File: src/rtl/ram512x32_arb.sv
// ---------------------------------------------------------------------------
// ram512x32_arb
//
// Arbiter and access sequencer placed in front of the 512x32 single-port SRAM
// macro wrapper. Two requesters share the RAM: port 0 is the core data bus
// and port 1 is the debug/loader bus. Only one RAM access is in flight at a
// time. Each access walks IDLE -> ACC -> RESP.
//
// Parameters
//   RR         1 = round-robin between the ports; 0 = port 0 always wins
//
// Ports
//   clk_i      clock, all state changes on the rising edge
//   rst_in     synchronous active-low reset
//   mX_stb_i   request from port X; held high until that port sees ack
//   mX_we_i    1 = write, 0 = read
//   mX_sel_i   byte enables, bit i covers byte [8i+7:8i]
//   mX_adr_i   word address
//   mX_dat_i   write data
//   mX_ack_o   one-cycle acknowledge for port X
//   mX_dat_o   read data for port X; valid with ack, zero otherwise
//   ram_cen_o  RAM chip enable, high for exactly one cycle per access
//   ram_wen_o  RAM write enable
//   ram_sel_o  RAM byte select
//   ram_adr_o  RAM address
//   ram_dat_o  RAM write data
//   ram_dat_i  RAM read data, valid the cycle after the enabled edge
// ---------------------------------------------------------------------------
module ram512x32_arb #(
  parameter bit RR = 1'b1
) (
  input  logic        clk_i,
  input  logic        rst_in,

  input  logic        m0_stb_i,
  input  logic        m0_we_i,
  input  logic [3:0]  m0_sel_i,
  input  logic [8:0]  m0_adr_i,
  input  logic [31:0] m0_dat_i,
  output logic        m0_ack_o,
  output logic [31:0] m0_dat_o,

  input  logic        m1_stb_i,
  input  logic        m1_we_i,
  input  logic [3:0]  m1_sel_i,
  input  logic [8:0]  m1_adr_i,
  input  logic [31:0] m1_dat_i,
  output logic        m1_ack_o,
  output logic [31:0] m1_dat_o,

  output logic        ram_cen_o,
  output logic        ram_wen_o,
  output logic [3:0]  ram_sel_o,
  output logic [8:0]  ram_adr_o,
  output logic [31:0] ram_dat_o,
  input  logic [31:0] ram_dat_i
);

  typedef enum logic [1:0] {
    IDLE = 2'd0,
    ACC  = 2'd1,
    RESP = 2'd2
  } state_t;

  state_t      state_q, state_d;
  logic        gnt_q;
  logic        last_q;
  logic        we_q;
  logic [3:0]  sel_q;
  logic [8:0]  adr_q;
  logic [31:0] dat_q;

  logic        grant;
  logic        win;
  logic        in_acc;
  logic        in_resp;

  // Next-state and arbitration. A grant can only happen in IDLE, so a new
  // request never overlaps an access that is already in flight. On a tie the
  // round-robin pointer hands the RAM to the port that did not go last.
  always_comb begin
    state_d = state_q;
    grant   = 1'b0;
    win     = 1'b0;
    case (state_q)
      IDLE: begin
        if (m0_stb_i || m1_stb_i) begin
          grant   = 1'b1;
          state_d = ACC;
          if (m0_stb_i && m1_stb_i) begin
            win = RR ? ~last_q : 1'b0;
          end else begin
            win = m1_stb_i;
          end
        end
      end
      ACC:     state_d = RESP;
      RESP:    state_d = IDLE;
      default: state_d = IDLE;
    endcase
  end

  // State register and the RAM-facing request registers. The winner's
  // request is captured at grant time, so later changes on its bus are
  // ignored. The pointer resets to port 1 so port 0 wins the first tie.
  always_ff @(posedge clk_i) begin
    if (!rst_in) begin
      state_q <= IDLE;
      gnt_q   <= 1'b0;
      last_q  <= 1'b1;
      we_q    <= 1'b0;
      sel_q   <= 4'h0;
      adr_q   <= 9'h000;
      dat_q   <= 32'h0;
    end else begin
      state_q <= state_d;
      if (grant) begin
        gnt_q  <= win;
        last_q <= win;
        we_q   <= win ? m1_we_i  : m0_we_i;
        sel_q  <= win ? m1_sel_i : m0_sel_i;
        adr_q  <= win ? m1_adr_i : m0_adr_i;
        dat_q  <= win ? m1_dat_i : m0_dat_i;
      end
    end
  end

  // The ack is gated by the live strobe so that a requester which walked away
  // after grant is not acked. It is also gated by reset, so a reset that
  // lands in RESP never shows an ack.
  assign in_acc  = (state_q == ACC);
  assign in_resp = (state_q == RESP) && rst_in;

  assign ram_cen_o = in_acc;
  assign ram_wen_o = in_acc && we_q;
  assign ram_sel_o = sel_q;
  assign ram_adr_o = adr_q;
  assign ram_dat_o = dat_q;

  assign m0_ack_o = in_resp && !gnt_q && m0_stb_i;
  assign m1_ack_o = in_resp &&  gnt_q && m1_stb_i;

  assign m0_dat_o = (m0_ack_o && !we_q) ? ram_dat_i : 32'h0;
  assign m1_dat_o = (m1_ack_o && !we_q) ? ram_dat_i : 32'h0;

endmodule

File: config.mk
export PLATFORM = sky130hd
export DESIGN_NAME = ram512x32_arb
export DESIGN_NICKNAME = d
export VERILOG_FILES = /design/src/rtl/ram512x32_arb.sv
export SDC_FILE = /design/constraint.sdc
export NUM_CORES = 1
export LEC_CHECK = 0
export ABC_AREA = 1
export ABC_CLOCK_PERIOD_IN_PS = 1900
export BUFFER_PORTS_ARGS = -buffer_cell sky130_fd_sc_hd__buf_2
export CORE_AREA = 2 2 93 95
export CTS_BUF_LIST = sky130_fd_sc_hd__clkbuf_4
export DETAILED_ROUTE_END_ITERATION = 12
export DIE_AREA = 0 0 95 97
export GPL_TIMING_DRIVEN = 0
export PLACE_DENSITY = 0.79
export SYNTH_ARGS = -nofsm -noshare
export SYNTH_HDL_FRONTEND = slang
export SYNTH_SLANG_ARGS = --single-unit
File: constraint.sdc
create_clock -name clk_i -period 1.9 [get_ports clk_i]
set_input_delay 0.095 -clock clk_i [delete_from_list [all_inputs] [get_ports clk_i]]
set_output_delay 0.095 -clock clk_i [all_outputs]
set_load 0.01 [all_outputs]
==> metrics.md <==
| Metric | Value |
|---|---|
| Avg Cell Area, Syn | `about 6 um2` |
| CP peak stage delay | `360 ps` |
| Routed vias | `4133` |
| Worst path depth | `7` |
| Outcome | `finished clean` |
| Sequential fraction of the synthesis area | `0.3102` |
| Grt total ovfl | `0` |
| Lkg Pwr | `2.984 nW` |
| Fillers | `842` |
| Most instantiated cells after synthesis | `inv_1 (127), nand2_1 (97), dfxtp_1 (50), a21oi_1 (47), nand3_1 (47)` |
| Io pins | `241` |
| Worst slew pin tran | `470.6 ps` |
| Worst R2R Path Depth | `7` |
| Initial antenna violation count | `0` |
| Pwr dens | `582.6 nW/um2` |
| Xor/xnor share of the synthesized area | `0` |
| CP Cell Sequence | `inv_1 > nand3_2 > nor2_2 > nand2_2 > buf_2 > nor2_1 > buf_2` |
| Seq. cell area | `1002 um2` |
| Setup crit end kind | `output pin` |
| Register clock-pin slew on the reported worst setup and hold paths | `140 ps` |
| Post-synthesis compound-gate area fraction | `0.07561` |
| Multiplexer area fraction after synthesis | `0` |
| Synth Area in Adders | `0` |
| H-tree depth | `2` |
| Achievable Freq | `581.1 MHz` |
| GRT Total Usage | `0.2234` |
| Vias per inst | `4.670` |
| Synth top area cells | `dfxtp_1 (31%), inv_1 (15%), nand2_1 (11%)` |
| Simple-gate share of the synthesized area | `0.3967` |
| Die footprint | `~9200 um2` |
| Worst Hold Depth | `5` |
| WS Path Type | `reg -> out` |
| Final antenna-violating net count | `0` |
| IO Port Bufs | `240` |
| Final net count | `907` |
| Half-perimeter wire length after placement | `~8700 um` |
| Num Clock Sinks | `50` |
| Die Span Y | `97 um` |
| Largest family of logic cells by synthesized area | `simple AND/OR/NAND/NOR gates` |
| Share of the cycle needed by the critical path after routing | `0.9057` |
| Synth Register Bits | `50` |
| Post-synth EDFFs | `0` |
| Synth Instances | `530` |
| CTS Buffer Depth | `2` |
| Critical-path top delay cell | `dfxtp_1` |
| Vias in the first global route | `between 3000 and 4000` |
| Die W | `~95 um` |
| Most common cell in the netlist | `inv_1` |
| 1st-pass router iterations | `4` |
| Largest net degree at the start of global routing | `14` |
| Hold Path Class | `in -> reg` |
| Total Wirelength | `10740 um` |
| Synth unique cells | `20` |
| Layout Skew | `7.716 ps` |
| Crit path launch type | `flop` |
| Worst-path fanout max | `10` |
| RSZ-0062 raised after global routing | `no` |
| Row count | `33` |
| Synth Net Count | `around 660` |
| Final setup fails | `0` |
| Worst EP required | `1800 ps` |
| Mapped cell area | `roughly 3200 um2` |
| Skew-Pair Late Insertion Delay | `between 300 and 400 ps` |
| Top_reg_cell synth | `dfxtp_1` |
| Worst hold margin | `15.16 ps` |
| CP arrival | `around 1600 ps` |
| Starting Density | `0.3967` |
| Drt wl/cell | `12.14 um` |
| Worst path bufs/invs | `3` |
| Synth top area share | `0.3102` |
| Area delta synth->final | `43.89%` |
| Clock Tree Root | `clkbuf_4` |
| Crit path time final | `between 1500 and 2000 ps` |
| Fraction of final layout cells sized beyond drive strength 1 | `0.4082` |
| Slew Viols, Final | `0` |
| Relative slew margins | `0.6863` |
| Routability Congestion | `0.8227` |
| Multi-input logic area | `1526 um2` |
| Core ar. | `8134 um2` |
| First-pass GRT wire length | `16820 um` |
| YS warnings | `0` |
| Synth area leader | `dfxtp_1` |
| Share of flip-flops with an asynchronous set or reset | `0` |
| Setup TNS | `0 ps` |
| Drt first-iter violations | `130` |
| CP delay by family, top | `simple AND/OR/NAND/NOR gates` |
| CTS Buf Count | `5` |
| Max_cap viols | `0` |
| Top cell by count, worst path | `buf_2` |
| CTS tree | `done` |
| Residual DRC | `0` |
| VDD IR max | `around 0.4 mV` |
| Final Hold Fails | `0` |
[worst min-delay path: cells and delay by family]
kind	cells	cell delay (ps)
buffers and inverters	2	110
and+or+nand+nor	3	130
[cell usage in the layout, fill, tap and decap left out]
master         count
nand2_1           96
nor3_1             2
buf_1              1
diode_2            1
dfxtp_2            1
buf_2            262
clkbuf_4           8
nand4_1           46
nor2_1            36
clkbuf_1           8
nor3_4             1
inv_1            127
a21oi_1           47
buf_6              4
dlygate4sd3_1      2
o21ai_2            1
nand3_2            2
nand2_2            2
nand3_1           47
nor2_2            31
inv_2              1
buf_4              4
nor2_4             1
dfxtp_1           49
[logic make-up (layout without fill, tap and decap cells)]
| group | Yosys count | count (layout) |
|---|---|---|
| other | 0 | 1 |
| AND/OR/NAND/NOR | 264 | 264 |
| AO/OA/AOI/OAI | 48 | 48 |
| flip-flops | 50 | 50 |
| buffers and inverters | 168 | 417 |
[power breakdown]
part / switching [mW] / internal, mW / leakage [nW]
logic: 0.579 / 0.399 / 2.54
registers: 0.0638 / 1.17 / 0.416
clock network: 0.319 / 0.169 / 0.0322
total: 0.962 / 1.74 / 2.98
[path summary, 6_finish.rpt]
check                     startpoint                          to  slack, ps
max reg2reg  state_q[1]$_SDFFE_PN0P_   ram_adr_o[0]$_SDFFE_PN0P_        520
min reg2reg      last_q$_SDFFE_PN1P_         last_q$_SDFFE_PN1P_        490
min                     m0_dat_i[30]  ram_dat_o[30]$_SDFFE_PN0P_         20
max          state_q[0]$_SDFFE_PN0P_                 m1_dat_o[7]        180
[metal layers]
layer,vias up,GRT usage,share of wire
li1,2117,-,-
met1,1836,0.2348,0.38
met2,163,0.4386,0.54
met3,17,0.04283,0.065
met4,0,0.05797,0.019
met5,-,0,0
[layout make-up]
class,count,area share
clock buffer,7,0.01132
multi-input combinational,312,0.3288
inverter,128,0.1035
tap,105,0.02829
buffer,40,0.04877
timing repair buffer,242,0.2630
antenna,1,0.0005389
sequential,50,0.2158
[flip-flops by register name, summed over array words and instances, names as in the netlist]
name / flops
gnt_q: 1
last_q: 1
ram_adr_o: 9
ram_dat_o: 32
ram_sel_o: 4
state_q: 2
we_q: 1
[what timing repair did]
| action | CTS | global route |
|---|---|---|
| resized for setup | 0 | 5 |
| buffers inserted | 0 | 0 |
| endpoints found under the hold margin | 2 | 0 |
| setup endpoints to repair | 0 | 32 |
| hold buffers | 2 | 0 |
[per-stage QoR]
step | area (um2) | setup WS (ps) | instances | power, mW | utilization
floorplan | 3227 | 626.2 | 530 | 1.843 | -
global placement | 4559 | 488.6 | 875 | 2.216 | 0.5605
detailed placement | 4559 | 450.3 | 875 | 2.239 | 0.5605
CTS | 4632 | 84.15 | 884 | 2.733 | 0.5695
global route | 4641 | 13.27 | 884 | 2.905 | 0.5705
finish | 4643 | 179.2 | 885 | 2.705 | 0.5708
Power figures use the tool's default switching activity.
